===== src/rtl/bp_be_fetch_instr_queue_if.sv =====
// Handshake bundle between the FE command side, the BE decoder and the
// instruction queue.
//   slave  : the queue's view (takes enqueue and issue controls, drives ready and the issue entry)
//   master : the producer/consumer view (drives the controls, receives the issue entry)
interface bp_be_fetch_instr_queue_if #(
    parameter int vaddr_width_p = 39,
    parameter int instr_width_p = 32,
    parameter int exc_width_p   = 2
) ();
    // enqueue side
    logic                     v_i;
    logic                     ready_o;
    logic [vaddr_width_p-1:0] pc_i;
    logic [instr_width_p-1:0] instr_i;
    logic                     exc_not_instr_i;
    logic [exc_width_p-1:0]   exc_i;
    // issue side
    logic                     v_o;
    logic [vaddr_width_p-1:0] pc_o;
    logic [instr_width_p-1:0] instr_o;
    logic                     exc_not_instr_o;
    logic [exc_width_p-1:0]   exc_o;
    logic                     yumi_i;
    // commit / redirect controls
    logic                     cmt_i;
    logic                     roll_i;
    logic                     clr_i;

    modport slave (
        input  v_i, pc_i, instr_i, exc_not_instr_i, exc_i, yumi_i, cmt_i, roll_i, clr_i,
        output ready_o, v_o, pc_o, instr_o, exc_not_instr_o, exc_o
    );

    modport master (
        output v_i, pc_i, instr_i, exc_not_instr_i, exc_i, yumi_i, cmt_i, roll_i, clr_i,
        input  ready_o, v_o, pc_o, instr_o, exc_not_instr_o, exc_o
    );
endinterface


===== src/rtl/bp_be_fetch_instr_queue.sv =====
// Circular instruction buffer between the FE command interface and the BE
// decoder. Entries {pc, instr, exception} stay resident until committed; the
// oldest un-issued entry is presented to the decoder. roll_i rewinds issue to
// the oldest uncommitted entry, clr_i empties the queue.
// Ports:
//   clk_i      clock
//   reset_n_i  asynchronous active-low reset
//   q_if       enqueue / issue / commit / redirect bundle (slave view)
module bp_be_fetch_instr_queue #(
    parameter int depth_p       = 8,
    parameter int vaddr_width_p = 39,
    parameter int instr_width_p = 32,
    parameter int exc_width_p   = 2
) (
    input  logic                       clk_i,
    input  logic                       reset_n_i,
    bp_be_fetch_instr_queue_if.slave   q_if
);
    localparam int ptr_width_lp = $clog2(depth_p) + 1;
    localparam int idx_width_lp = ptr_width_lp - 1;

    typedef logic [ptr_width_lp-1:0] ptr_t;

    ptr_t wptr_q, wptr_d;
    ptr_t rptr_q, rptr_d;
    ptr_t cptr_q, cptr_d;

    logic [vaddr_width_p-1:0] pc_mem_q    [depth_p];
    logic [instr_width_p-1:0] instr_mem_q [depth_p];
    logic                     excf_mem_q  [depth_p];
    logic [exc_width_p-1:0]   exc_mem_q   [depth_p];

    logic full;
    logic enq;
    logic [idx_width_lp-1:0] widx, ridx;

    assign widx = wptr_q[idx_width_lp-1:0];
    assign ridx = rptr_q[idx_width_lp-1:0];

    // Full: same slot index, opposite wrap bit. Based on registered state only,
    // so a commit in this cycle cannot raise ready_o until the next one.
    assign full = (wptr_q[idx_width_lp-1:0] == cptr_q[idx_width_lp-1:0])
               && (wptr_q[ptr_width_lp-1] != cptr_q[ptr_width_lp-1]);

    assign q_if.ready_o = ~full;
    // clr_i drops any enqueue in the same cycle.
    assign enq = q_if.v_i & ~full & ~q_if.clr_i;

    // No bypass: issue sees only what is already in storage.
    assign q_if.v_o             = (rptr_q != wptr_q);
    assign q_if.pc_o            = pc_mem_q[ridx];
    assign q_if.instr_o         = instr_mem_q[ridx];
    assign q_if.exc_not_instr_o = excf_mem_q[ridx];
    assign q_if.exc_o           = exc_mem_q[ridx];

    always_comb begin
        wptr_d = wptr_q;
        rptr_d = rptr_q;
        cptr_d = cptr_q;
        if (q_if.clr_i) begin
            wptr_d = '0;
            rptr_d = '0;
            cptr_d = '0;
        end else begin
            if (enq)        wptr_d = wptr_q + ptr_t'(1);
            if (q_if.cmt_i) cptr_d = cptr_q + ptr_t'(1);
            // Roll rewinds to the oldest entry still uncommitted after this
            // cycle's commit; yumi_i is ignored while rolling.
            if (q_if.roll_i)      rptr_d = cptr_d;
            else if (q_if.yumi_i) rptr_d = rptr_q + ptr_t'(1);
        end
    end

    always_ff @(posedge clk_i or negedge reset_n_i) begin
        if (!reset_n_i) begin
            wptr_q <= '0;
            rptr_q <= '0;
            cptr_q <= '0;
        end else begin
            wptr_q <= wptr_d;
            rptr_q <= rptr_d;
            cptr_q <= cptr_d;
        end
    end

    always_ff @(posedge clk_i or negedge reset_n_i) begin
        if (!reset_n_i) begin
            for (int i = 0; i < depth_p; i++) begin
                pc_mem_q[i]    <= '0;
                instr_mem_q[i] <= '0;
                excf_mem_q[i]  <= 1'b0;
                exc_mem_q[i]   <= '0;
            end
        end else if (enq) begin
            pc_mem_q[widx]    <= q_if.pc_i;
            instr_mem_q[widx] <= q_if.instr_i;
            excf_mem_q[widx]  <= q_if.exc_not_instr_i;
            exc_mem_q[widx]   <= q_if.exc_i;
        end
    end

    // Protocol misuse is flagged, not corrected.
    a_yumi_needs_valid : assert property (@(posedge clk_i) disable iff (!reset_n_i)
        q_if.yumi_i |-> q_if.v_o);
    a_cmt_needs_issued : assert property (@(posedge clk_i) disable iff (!reset_n_i)
        q_if.cmt_i |-> (cptr_q != rptr_q));
endmodule


===== src/flat_wrapper.sv =====
// flat-port wrapper written by rule: the top's interface ports become plain ports
module bp_be_fetch_instr_queue_flat 
#(
    parameter int depth_p       = 8,
    parameter int vaddr_width_p = 39,
    parameter int instr_width_p = 32,
    parameter int exc_width_p   = 2
)
  (clk_i, reset_n_i, q_if_v_i, q_if_pc_i, q_if_instr_i, q_if_exc_not_instr_i, q_if_exc_i, q_if_yumi_i, q_if_cmt_i, q_if_roll_i, q_if_clr_i, q_if_ready_o, q_if_v_o, q_if_pc_o, q_if_instr_o, q_if_exc_not_instr_o, q_if_exc_o);
  bp_be_fetch_instr_queue_if #(.vaddr_width_p(vaddr_width_p), .instr_width_p(instr_width_p), .exc_width_p(exc_width_p)) q_if_i ();
  input  logic clk_i;
  input  logic reset_n_i;
  input wire logic [$bits(q_if_i.v_i)-1:0] q_if_v_i;
  input wire logic [$bits(q_if_i.pc_i)-1:0] q_if_pc_i;
  input wire logic [$bits(q_if_i.instr_i)-1:0] q_if_instr_i;
  input wire logic [$bits(q_if_i.exc_not_instr_i)-1:0] q_if_exc_not_instr_i;
  input wire logic [$bits(q_if_i.exc_i)-1:0] q_if_exc_i;
  input wire logic [$bits(q_if_i.yumi_i)-1:0] q_if_yumi_i;
  input wire logic [$bits(q_if_i.cmt_i)-1:0] q_if_cmt_i;
  input wire logic [$bits(q_if_i.roll_i)-1:0] q_if_roll_i;
  input wire logic [$bits(q_if_i.clr_i)-1:0] q_if_clr_i;
  output wire logic [$bits(q_if_i.ready_o)-1:0] q_if_ready_o;
  output wire logic [$bits(q_if_i.v_o)-1:0] q_if_v_o;
  output wire logic [$bits(q_if_i.pc_o)-1:0] q_if_pc_o;
  output wire logic [$bits(q_if_i.instr_o)-1:0] q_if_instr_o;
  output wire logic [$bits(q_if_i.exc_not_instr_o)-1:0] q_if_exc_not_instr_o;
  output wire logic [$bits(q_if_i.exc_o)-1:0] q_if_exc_o;
  assign q_if_i.v_i = q_if_v_i;
  assign q_if_i.pc_i = q_if_pc_i;
  assign q_if_i.instr_i = q_if_instr_i;
  assign q_if_i.exc_not_instr_i = q_if_exc_not_instr_i;
  assign q_if_i.exc_i = q_if_exc_i;
  assign q_if_i.yumi_i = q_if_yumi_i;
  assign q_if_i.cmt_i = q_if_cmt_i;
  assign q_if_i.roll_i = q_if_roll_i;
  assign q_if_i.clr_i = q_if_clr_i;
  assign q_if_ready_o = q_if_i.ready_o;
  assign q_if_v_o = q_if_i.v_o;
  assign q_if_pc_o = q_if_i.pc_o;
  assign q_if_instr_o = q_if_i.instr_o;
  assign q_if_exc_not_instr_o = q_if_i.exc_not_instr_o;
  assign q_if_exc_o = q_if_i.exc_o;
  bp_be_fetch_instr_queue #(.depth_p(depth_p), .vaddr_width_p(vaddr_width_p), .instr_width_p(instr_width_p), .exc_width_p(exc_width_p)) u_core (.clk_i(clk_i), .reset_n_i(reset_n_i), .q_if(q_if_i));
endmodule

===== config.mk =====
export PLATFORM = sky130hd
export DESIGN_NAME = bp_be_fetch_instr_queue_flat
export DESIGN_NICKNAME = d
export VERILOG_FILES = /design/src/rtl/bp_be_fetch_instr_queue_if.sv /design/src/rtl/bp_be_fetch_instr_queue.sv /design/src/flat_wrapper.sv
export SDC_FILE = /design/constraint.sdc
export NUM_CORES = 1
export LEC_CHECK = 0
export ABC_AREA = 1
export BUFFER_PORTS_ARGS = -buffer_cell sky130_fd_sc_hd__buf_2
export CAP_MARGIN = 20
export CORE_MARGIN = 5
export CORE_UTILIZATION = 47
export DETAILED_ROUTE_END_ITERATION = 6
export GPL_ROUTABILITY_DRIVEN = 0
export SYNTH_ARGS = -nofsm -noshare
export SYNTH_HDL_FRONTEND = slang
export SYNTH_SLANG_ARGS = --single-unit

===== constraint.sdc =====
create_clock -name clk_i -period 4.32 [get_ports clk_i]
set_clock_uncertainty 0.15 [all_clocks]
set_input_delay 0.216 -clock clk_i [delete_from_list [all_inputs] [get_ports clk_i]]
set_output_delay 0.216 -clock clk_i [all_outputs]
set_load 0.05 [all_outputs]

==> flow_summary.json, run 1 <==
{
  "ys_seq_area_share_pct": 52.9,
  "crit_required_ps": 3950,
  "ir_drop_uv": 289,
  "die_w_um": 257,
  "drtAntennaViolNets": 0,
  "htreeDepth": 3,
  "reg2reg_to": "u_core.pc_mem_q[55]",
  "p_per_area_mw_per_mm2": 512,
  "worstPathCellList": "inv_6, buf_4, nor2_1, o22ai_1, nand2_1, nand2_1, buf_2",
  "synth_top_family_by_area": "simple AND/OR/NAND/NOR gates",
  "io_buffer_count": 156,
  "synth_top_area_share_pct": 52.9,
  "wire_per_inst_um": 18.9,
  "cts_setup_buffers": 0,
  "holdWs_ps": 67.8,
  "rows": 90,
  "start_util_pct": 47.4,
  "arrival_ps": 3200,
  "synthMostInstantiatedCell": "nand2_1",
  "synth_compound_area_share_pct": 6.10,
  "synthSimpleGateAreaFrac_pct": 29.4,
  "ys_warn_count": 0,
  "r2r_cells": 10,
  "grt_max_degree": 143,
  "setup-violations-final": 0,
  "synth.avg_cell_area_um2": 7.88,
  "multiInputGateArea_mm2": 0.0118,
  "tightestPinTransition_ps": 1070,
  "die_h_um": 257,
  "hold_class": "primary input to async pin",
  "routed_wl_um": 85100,
  "finalHoldViolCount": 0,
  "synth_edf_count": 0,
  "slowest_stage": "dfrtp_4",
  "report.final.slew_viol_count": 0,
  "finish.instance_area_mm2": 0.0325,
  "vias": 23900,
  "synth_largest_area_cell": "dfrtp_1",
  "postPlaceCellArea_mm2": 0.0294,
  "nets": 3762,
  "run_status": "finished, final reports clean",
  "tritoncts": "built",
  "maxSlewHeadroom_pct": 28.4,
  "postSynthCellCount": 3626,
  "first_iter_violations": 2018,
  "grt_pass1_wl_um": 136000,
  "r2r_slack_ps": 1470,
  "fin_crit_ps": 3560,
  "fin_setup_tns_ps": 0,
  "netlist_area_mm2": 0.0286,
  "synth_adder_area_share_pct": 0.131,
  "layout-drive-gt1-share_pct": 8.85,
  "p_total_w": 0.0166,
  "remaining_drc_errors": 0,
  "dieArea_mm2": 0.0658,
  "clock_latency_ps": 600,
  "grt_pass1_vias": 23600,
  "dpl.hpwl_um": 45200,
  "io_pins": 157,
  "cts_sinks": 604,
  "ys_types": 25,
  "power_leakage_nw": 17.6,
  "critical_path.top_delay_family": "buffers and inverters",
  "grt_overflow": 0,
  "post-route-period-util_pct": 82.5,
  "root_buffer": "clkbuf_16",
  "drtPass1Iterations": 5,
  "syn2layout_area_growth_pct": 13.7,
  "synth_xor_area_share_pct": 0.245,
  "via_per_inst": 5.29,
  "fillers": 5724,
  "rsz0062_at_grt": "no",
  "crit_top_cell": "nand2_1",
  "slowest_delay_ps": 710,
  "synth_area_leaders": "dfrtp_1 53%, nand2_1 27%, mux2i_1 5.2%",
  "netlist_top_cells_count": "2028 x nand2_1, 604 x dfrtp_1, 160 x nor2_1",
  "maxCapViolations": 0,
  "cts_buffers": 69,
  "rr_startpoint": "u_core.wptr_q[0]",
  "synthesis.nets": 3710,
  "async_flop_share_pct": 100,
  "fmax_mhz": 281,
  "clockBufferDepth": 3,
  "grtUsageTotal_pct": 25.5,
  "worstSetupStartpointType": "flop",
  "clk_pin_slew_ps": 60,
  "ys.flop_type": "dfrtp_1",
  "worstSetupPathType": "flop to primary output",
  "path_max_fanout": 70,
  "endpoint_kind": "primary output",
  "yosys_register_bits": 604,
  "core_area_mm2": 0.0602,
  "critPathBufInv": 3,
  "regArea_mm2": 0.0151,
  "synthMuxAreaShare_pct": 5.18,
  "antenna_found_initial": 7
}
## how the worst max path moves through the flow
stage | startpoint | to | slack, ps | depth (start not counted)
global route | u_core.rptr_q[0] | q_if_pc_o[25] | 590 | 7
floorplan | u_core.rptr_q[0] | q_if_instr_o[21] | 2210 | 8
CTS | u_core.rptr_q[0] | q_if_pc_o[0] | 710 | 7
global placement | u_core.rptr_q[0] | q_if_pc_o[0] | 1370 | 7
finish | u_core.rptr_q[0] | q_if_pc_o[0] | 760 | 7
detailed placement | u_core.rptr_q[0] | q_if_pc_o[0] | 1360 | 7
## report_power, final
group	switching, W	total [W]	internal [W]
combinational	0.00239	0.00354	0.00115
sequential	0.000578	0.00724	0.00666
clock	0.00236	0.00585	0.00349
## layer usage
metal	vias up	part of all wire [%]	track usage, %
met3	141	5.3	3.91
met5	-	0.025	0
met4	4	2.7	7.34
met2	647	47	42.0
li1	11500	-	-
met1	11700	45	35.5
## logic make-up after synthesis
family                   count (synthesis)
buffers and inverters                  334
AO/OA/AOI/OAI                          310
XOR/XNOR                                 8
flip-flops                             604
adder cells (fa/ha/maj)                  3
multiplexers                           148
AND/OR/NAND/NOR                       2219
## worst register-to-register path, delay by kind of cell, from the launching register on
family / cells / cell delay [ps]
simple gates: 8 / 1540
buf+inv: 2 / 590
flops: 1 / 490
## metrics by stage
step	worst slack [ps]	instances	utilization [%]
2_1_floorplan	2210	3626	-
3_3_place_gp	1370	4306	48.7
3_5_place_dp	1360	4306	48.7
4_1_cts	709	4512	53.9
5_1_grt	586	4515	53.9
6_report	758	4517	53.9
## cell type report
type | instances | area share (%)
inverters | 26 | 0.324
diodes | 5 | 0.0385
clock buffers | 110 | 6.54
flip-flops and latches | 604 | 46.6
multi-input cells | 2688 | 36.3
repair buffers | 289 | 6.80
clock inverters | 13 | 0.435
well taps | 782 | 3.01
## flip-flops by register name, indices dropped and copies added, names as in the netlist
name                flops
u_core.pc_mem_q       312
u_core.exc_mem_q       16
u_core.wptr_q           4
u_core.cptr_q           4
u_core.excf_mem_q       8
u_core.instr_mem_q    256
u_core.rptr_q           4
## layout by cell type (no fill, tap or decap), types with 2 or more instances in the layout
| cell | instances |
|---|---|
| buf_4 | 33 |
| buf_12 | 17 |
| dfrtp_4 | 3 |
| mux2i_1 | 148 |
| clkbuf_8 | 18 |
| nand4_1 | 10 |
| ha_1 | 3 |
| dfrtp_1 | 601 |
| clkbuf_1 | 20 |
| o22ai_1 | 148 |
| nor2_4 | 8 |
| clkbuf_16 | 72 |
| nand2_1 | 2028 |
| xnor2_1 | 5 |
| inv_1 | 18 |
| buf_2 | 155 |
| inv_6 | 4 |
| clkinv_2 | 6 |
| nand3_1 | 6 |
| diode_2 | 5 |
| inv_2 | 6 |
| nor2_1 | 158 |
| xor2_1 | 3 |
| o21ai_0 | 158 |
| nor3_1 | 7 |
| o211ai_1 | 3 |
| bufinv_16 | 2 |
| dlygate4sd3_1 | 83 |
## what timing repair did
| item | CTS | global route |
|---|---|---|
| hold buffers | 83 | 0 |
| resized for setup | 0 | 0 |
| endpoints found under the hold margin | 691 | 0 |
No activity file was read; power rests on OpenSTA's default activity.
==> run 2, diff against run 1 <==
--- a/config.mk
+++ b/config.mk
@@ -12,6 +12,7 @@
 export CORE_UTILIZATION = 47
 export DETAILED_ROUTE_END_ITERATION = 6
 export GPL_ROUTABILITY_DRIVEN = 0
+export PLACE_DENSITY = 0.66
 export SYNTH_ARGS = -nofsm -noshare
 export SYNTH_HDL_FRONTEND = slang
 export SYNTH_SLANG_ARGS = --single-unit
==> constraint.sdc (replaced) <==
create_clock -name clk_i -period 2.9 [get_ports clk_i]
set_clock_uncertainty 0.15 [all_clocks]
set_input_delay 0.145 -clock clk_i [delete_from_list [all_inputs] [get_ports clk_i]]
set_output_delay 0.145 -clock clk_i [all_outputs]
set_load 0.05 [all_outputs]
==> run 2 against run 1 <==
  * Cell count increased by 0.40%
  * Total power increased by 51%
  * Sequential share of layout area decreased by 0.87 points
  * Sequential cell count unchanged
  * Clock power increased by 52%
  * Count of clock-buffer cells in the layout decreased by 13
  * Die area unchanged
  * Largest cell class unchanged
==> flow_summary.json, run 2 (synthesized netlist as in run 1, its figures left out) <==
{
  "layout_common_cells": "2028 x nand2_1, 601 x dfrtp_1, 158 x nor2_1, 158 x o21ai_0",
  "grt_pass1_wl_um": 137000,
  "cp-endpoint": "q_if_instr_o[0]",
  "dieArea_mm2": 0.0658,
  "drtAntennaViolNets": 0,
  "nets": 3787,
  "reg2reg_to": "u_core.pc_mem_q[4]",
  "rows": 90,
  "grt_overflow": 0,
  "regMostFlops": "u_core.pc_mem_q",
  "root_buffer": "clkbuf_16",
  "io_buffer_count": 156,
  "drtPass1Iterations": 5,
  "grtUsageTotal_pct": 25.8,
  "placedCellCount": 4330,
  "worstSetupStartpointType": "flop",
  "maxCapViolations": 0,
  "finish.instance_area_mm2": 0.0331,
  "io_pins": 157,
  "first_iter_violations": 2199,
  "largest_reg_flops": 312,
  "power_leakage_nw": 17.9,
  "postPlaceCellArea_mm2": 0.0298,
  "tritoncts": "built",
  "fillers": 5593,
  "final_common_cell": "nand2_1",
  "arrival_ps": 2540,
  "crit_required_ps": 2610,
  "holdWs_ps": 35.2,
  "antenna_found_initial": 2,
  "p_per_area_mw_per_mm2": 759,
  "setup-violations-final": 0,
  "core_area_mm2": 0.0602,
  "via_per_inst": 5.37,
  "final_cells": 4535,
  "endpoint_kind": "primary output",
  "fin_crit_ps": 2830,
  "grt_max_degree": 89,
  "dpl.hpwl_um": 46200,
  "finalHoldViolCount": 0,
  "start_util_pct": 47.4,
  "cts_buffers": 67,
  "worstSetupPathType": "flop to primary output",
  "routed_wl_um": 86700,
  "clock_latency_ps": 600,
  "syn2layout_area_growth_pct": 15.8,
  "wire_per_inst_um": 19.1,
  "ir_drop_uv": 630,
  "grt_pass1_vias": 24400,
  "die_w_um": 257,
  "r2r_slack_ps": 350,
  "remaining_drc_errors": 0,
  "top_regs": "u_core.pc_mem_q: 312 flops, u_core.instr_mem_q: 256 flops, u_core.exc_mem_q: 16 flops",
  "run_status": "finished, final reports clean",
  "htreeDepth": 3,
  "regArea_mm2": 0.0151,
  "crit_start": "u_core.rptr_q[0]",
  "tightestPinTransition_ps": 828,
  "r2r_cells": 9,
  "post-route-period-util_pct": 97.7,
  "report.final.slew_viol_count": 0,
  "fmax_mhz": 353,
  "clk_pin_slew_ps": 60,
  "cts_sinks": 604,
  "hold_class": "primary input to async pin",
  "clockBufferDepth": 3,
  "die_h_um": 257,
  "vias": 24300,
  "layout-drive-gt1-share_pct": 9.57,
  "path_max_fanout": 88,
  "rr_startpoint": "u_core.wptr_q[2]",
  "multiInputGateArea_mm2": 0.0118,
  "maxSlewHeadroom_pct": 44.6,
  "rsz0062_at_grt": "yes"
}
## run 2: cell types whose count changed in the layout (fill, tap and decap cells not counted), moves of 2 or more
cell,before,now
bufinv_16,2,6
buf_4,33,35
buf_16,0,5
buf_2,155,146
buf_6,0,2
clkinv_2,6,13
diode_2,5,3
clkbuf_1,20,11
clkbuf_16,72,75
buf_12,17,35
inv_6,4,0
clkbuf_8,18,13
clkbuf_4,0,7
## run 2: area by class of cell
| type | count | share of cell area [%] |
|---|---|---|
| well taps | 782 | 2.96 |
| diodes | 3 | 0.0227 |
| clock buffers | 97 | 6.19 |
| flip-flops and latches | 604 | 45.7 |
| inverters | 26 | 0.325 |
| multi-input cells | 2688 | 35.6 |
| clock inverters | 19 | 0.741 |
| repair buffers | 316 | 8.47 |
## run 2: how the worst min path moves through the flow
stage | from | end | slack (ps) | cells after the start
finish | reset_n_i | u_core.instr_mem_q[119] | 40 | 2
CTS | reset_n_i | u_core.instr_mem_q[118] | 30 | 2
floorplan | reset_n_i | u_core.cptr_q[0] | -300 | 0
global placement | reset_n_i | u_core.instr_mem_q[118] | 70 | 1
global route | reset_n_i | u_core.instr_mem_q[119] | 90 | 2
detailed placement | reset_n_i | u_core.instr_mem_q[118] | 70 | 1
## run 2: power breakdown
part | switching, W | internal [W] | total [W] | leakage (nW)
clock network | 0.00349 | 0.00542 | 0.00891 | 1.14
logic | 0.00367 | 0.00182 | 0.00549 | 8.72
registers | 0.000824 | 0.00992 | 0.0107 | 8.06
## run 2: layer usage
layer / vias up / share of wire [%] / global-route usage (%)
met5: - / 0 / 0
met3: 183 / 5.7 / 3.68
li1: 11500 / - / -
met4: 0 / 3.3 / 8.63
met2: 797 / 48 / 43.4
met1: 11800 / 43 / 34.7
## run 2: timing repair
action	CTS	global route
endpoints found under the hold margin	963	0
setup buffers	1	0
cloned	0	2
hold buffers	83	0
setup endpoints to repair	1	13
resized for setup	1	17
## run 2: per-stage QoR
stage / total power, W / util, % / worst slack [ps] / setup TNS (ps)
final: 0.0251 / 54.9 / 65.4 / 0
after global routing: 0.0264 / 54.9 / -0.313 / -0.432
after CTS: 0.0252 / 54.7 / 6.28 / 0
after detailed placement: 0.0162 / 49.5 / 330 / 0
after global placement: 0.0161 / 49.5 / 363 / 0
after floorplan: 0.0146 / - / 860 / 0
## run 2: worst max-delay path, stage by stage (launching register included)
cell and delay (ps):
dfrtp_4 580, buf_16 350, o21ai_0 180, o22ai_1 170, nand2_1 70, nand2_1 130, buf_2 280
==> run 3, diff against run 2 <==
--- a/config.mk
+++ b/config.mk
@@ -12,7 +12,7 @@
 export CORE_UTILIZATION = 47
 export DETAILED_ROUTE_END_ITERATION = 6
 export GPL_ROUTABILITY_DRIVEN = 0
-export PLACE_DENSITY = 0.66
+export PLACE_DENSITY = 0.64
 export SYNTH_ARGS = -nofsm -noshare
 export SYNTH_HDL_FRONTEND = slang
 export SYNTH_SLANG_ARGS = --single-unit
==> run 3 against run 2 <==
  * The flow now finishes with violations (design-rule violations)
  * Critical path depth rose by 1
  * Clock power shrank 2%
  * Wire length is 1.3% lower
  * Global-route usage decreased by 0.31 points
  * Register-to-register slack improved by 100 ps
  * Via count is 0.55% lower
  * Highest routed layer is now met5
  * Critical endpoint is now q_if_pc_o[28]
  * Cell count grew 0.13%
  * Combinational power shrank 1%
  * Count of clock-buffer cells in the layout down 1
  * First-iteration DRC count grew 2.9%
  * Final area about the same
==> flow_summary.json, run 3 (synthesized netlist as in run 1, its figures left out) <==
{
  "clockBufferDepth": 3,
  "remaining_drc_errors": 8,
  "grtUsageTotal_pct": 25.5,
  "p_per_area_mw_per_mm2": 754,
  "ir_drop_uv": 547,
  "report.final.slew_viol_count": 0,
  "grt_pass1_wl_um": 136000,
  "layout-drive-gt1-share_pct": 9.64,
  "routed_wl_um": 85600,
  "first_iter_violations": 2262,
  "clock_latency_ps": 600,
  "start_util_pct": 47.4,
  "vias": 24200,
  "r2r_slack_ps": 450,
  "grt_max_degree": 125,
  "core_area_mm2": 0.0602,
  "rows": 90,
  "r2r_cells": 10,
  "reg2reg_to": "u_core.pc_mem_q[240]",
  "cts_sinks": 604,
  "layout_common_cells": "2028 x nand2_1, 601 x dfrtp_1, 158 x nor2_1, 158 x o21ai_0, 155 x buf_2",
  "finalHoldViolCount": 0,
  "run_status": "finished with violations",
  "cts_buffers": 68,
  "power_leakage_nw": 17.9,
  "fin_crit_ps": 2770,
  "drtPass1Iterations": 7,
  "endpoint_kind": "primary output",
  "syn2layout_area_growth_pct": 15.8,
  "power_switching_w": 0.00799,
  "holdWs_ps": 61.9,
  "top_regs": "u_core.pc_mem_q: 312 flops, u_core.instr_mem_q: 256 flops, u_core.exc_mem_q: 16 flops",
  "largest_reg_flops": 312,
  "rr_startpoint": "u_core.wptr_q[2]",
  "final_common_cell": "nand2_1",
  "io_pins": 157,
  "die_w_um": 257,
  "tritoncts": "built",
  "regArea_mm2": 0.0151,
  "path_max_fanout": 47,
  "io_buffer_count": 156,
  "htreeDepth": 3,
  "fin_setup_tns_ps": 0,
  "root_buffer": "clkbuf_16",
  "drtAntennaViolNets": 0,
  "rsz0062_at_grt": "no",
  "tightestPinTransition_ps": 730,
  "netSwitchingFraction_pct": 32.0,
  "fmax_mhz": 360,
  "maxSlewHeadroom_pct": 51.3,
  "crit_required_ps": 2610,
  "wire_per_inst_um": 18.8,
  "dpl.hpwl_um": 45800,
  "dieArea_mm2": 0.0658,
  "seq_power_share_pct": 43.1,
  "post-route-period-util_pct": 95.7,
  "fillers": 5553,
  "grt_overflow": 0,
  "die_h_um": 257,
  "multiInputGateArea_mm2": 0.0118,
  "worstSetupPathType": "flop to primary output",
  "clockPowerShare_pct": 35.1,
  "via_per_inst": 5.33,
  "arrival_ps": 2480,
  "violations": "design-rule violations",
  "grt_pass1_vias": 23800,
  "clk_pin_slew_ps": 60,
  "setup-violations-final": 0,
  "antenna_found_initial": 6,
  "nets": 3788,
  "hold_class": "primary input to async pin",
  "p_int_w": 0.0170,
  "share_comb_of_total_power_pct": 21.8,
  "regMostFlops": "u_core.pc_mem_q",
  "worstSetupStartpointType": "flop",
  "maxCapViolations": 0
}
-- run 3: layout make-up --
class / count / share of cell area [%]
multi-input combinational: 2688 / 35.6
antenna: 4 / 0.0303
inverter: 26 / 0.318
sequential: 604 / 45.7
clock buffer: 96 / 5.98
timing repair buffer: 316 / 8.52
tap: 782 / 2.96
clock inverter: 25 / 0.859
-- run 3: critical path: stages (launching register included) --
cell and delay (ps):
dfrtp_4 580, buf_12 180, clkbuf_16 270, mux2i_1 170
o22ai_1 120, nand2_1 70, nand2_1 160, buf_2 300
-- run 3: metrics by stage --
step	instance area [µm²]	util (%)	power, W	worst slack, ps	std cells
after global routing	33100	54.9	0.0262	11.8	4540
after global placement	29900	49.6	0.0161	582	4328
after floorplan	28600	-	0.0146	860	3626
after detailed placement	29900	49.6	0.0162	497	4328
after CTS	33000	54.8	0.0251	20.9	4533
final	33100	54.9	0.0249	125	4541
-- run 3: metal layers --
metal	vias to the layer above	wire length, µm	global-route usage [%]
li1	11500	-	-
met1	11800	37500	35.7
met2	819	41100	42.2
met3	115	5330	3.90
met4	4	1600	6.05
met5	-	23	0
-- run 3: power groups by stage --
| stage | Combinational, W | Sequential [W] | Clock (W) |
|---|---|---|---|
| 3_5_place_dp | 0.00532 | 0.0108 | 0 |
| 3_3_place_gp | 0.00523 | 0.0108 | 0 |
| 5_1_grt | 0.00605 | 0.0109 | 0.00927 |
| 2_1_floorplan | 0.00400 | 0.0106 | 0 |
| 4_1_cts | 0.00543 | 0.0107 | 0.00893 |
| 6_report | 0.00543 | 0.0107 | 0.00877 |
-- run 3: repair_timing --
item | 4_1_cts | 5_1_grt
resized for setup | 0 | 1
endpoints found under the hold margin | 1132 | 0
hold buffers | 84 | 0
setup buffers | 0 | 3
setup endpoints to repair | 0 | 33
-- run 3: worst max-delay path by stage --
stage                                start                      end  slack [ps]  depth (start not counted)
final                     u_core.rptr_q[0]            q_if_pc_o[28]         130                          7
after global routing      u_core.rptr_q[1]          q_if_instr_o[0]          10                          6
after CTS                 u_core.rptr_q[0]            q_if_pc_o[28]          20                          6
after detailed placement  u_core.wptr_q[2]  u_core.instr_mem_q[202]         500                         10
after global placement    u_core.wptr_q[0]     u_core.pc_mem_q[251]         580                         10
after floorplan           u_core.rptr_q[0]         q_if_instr_o[21]         860                          8
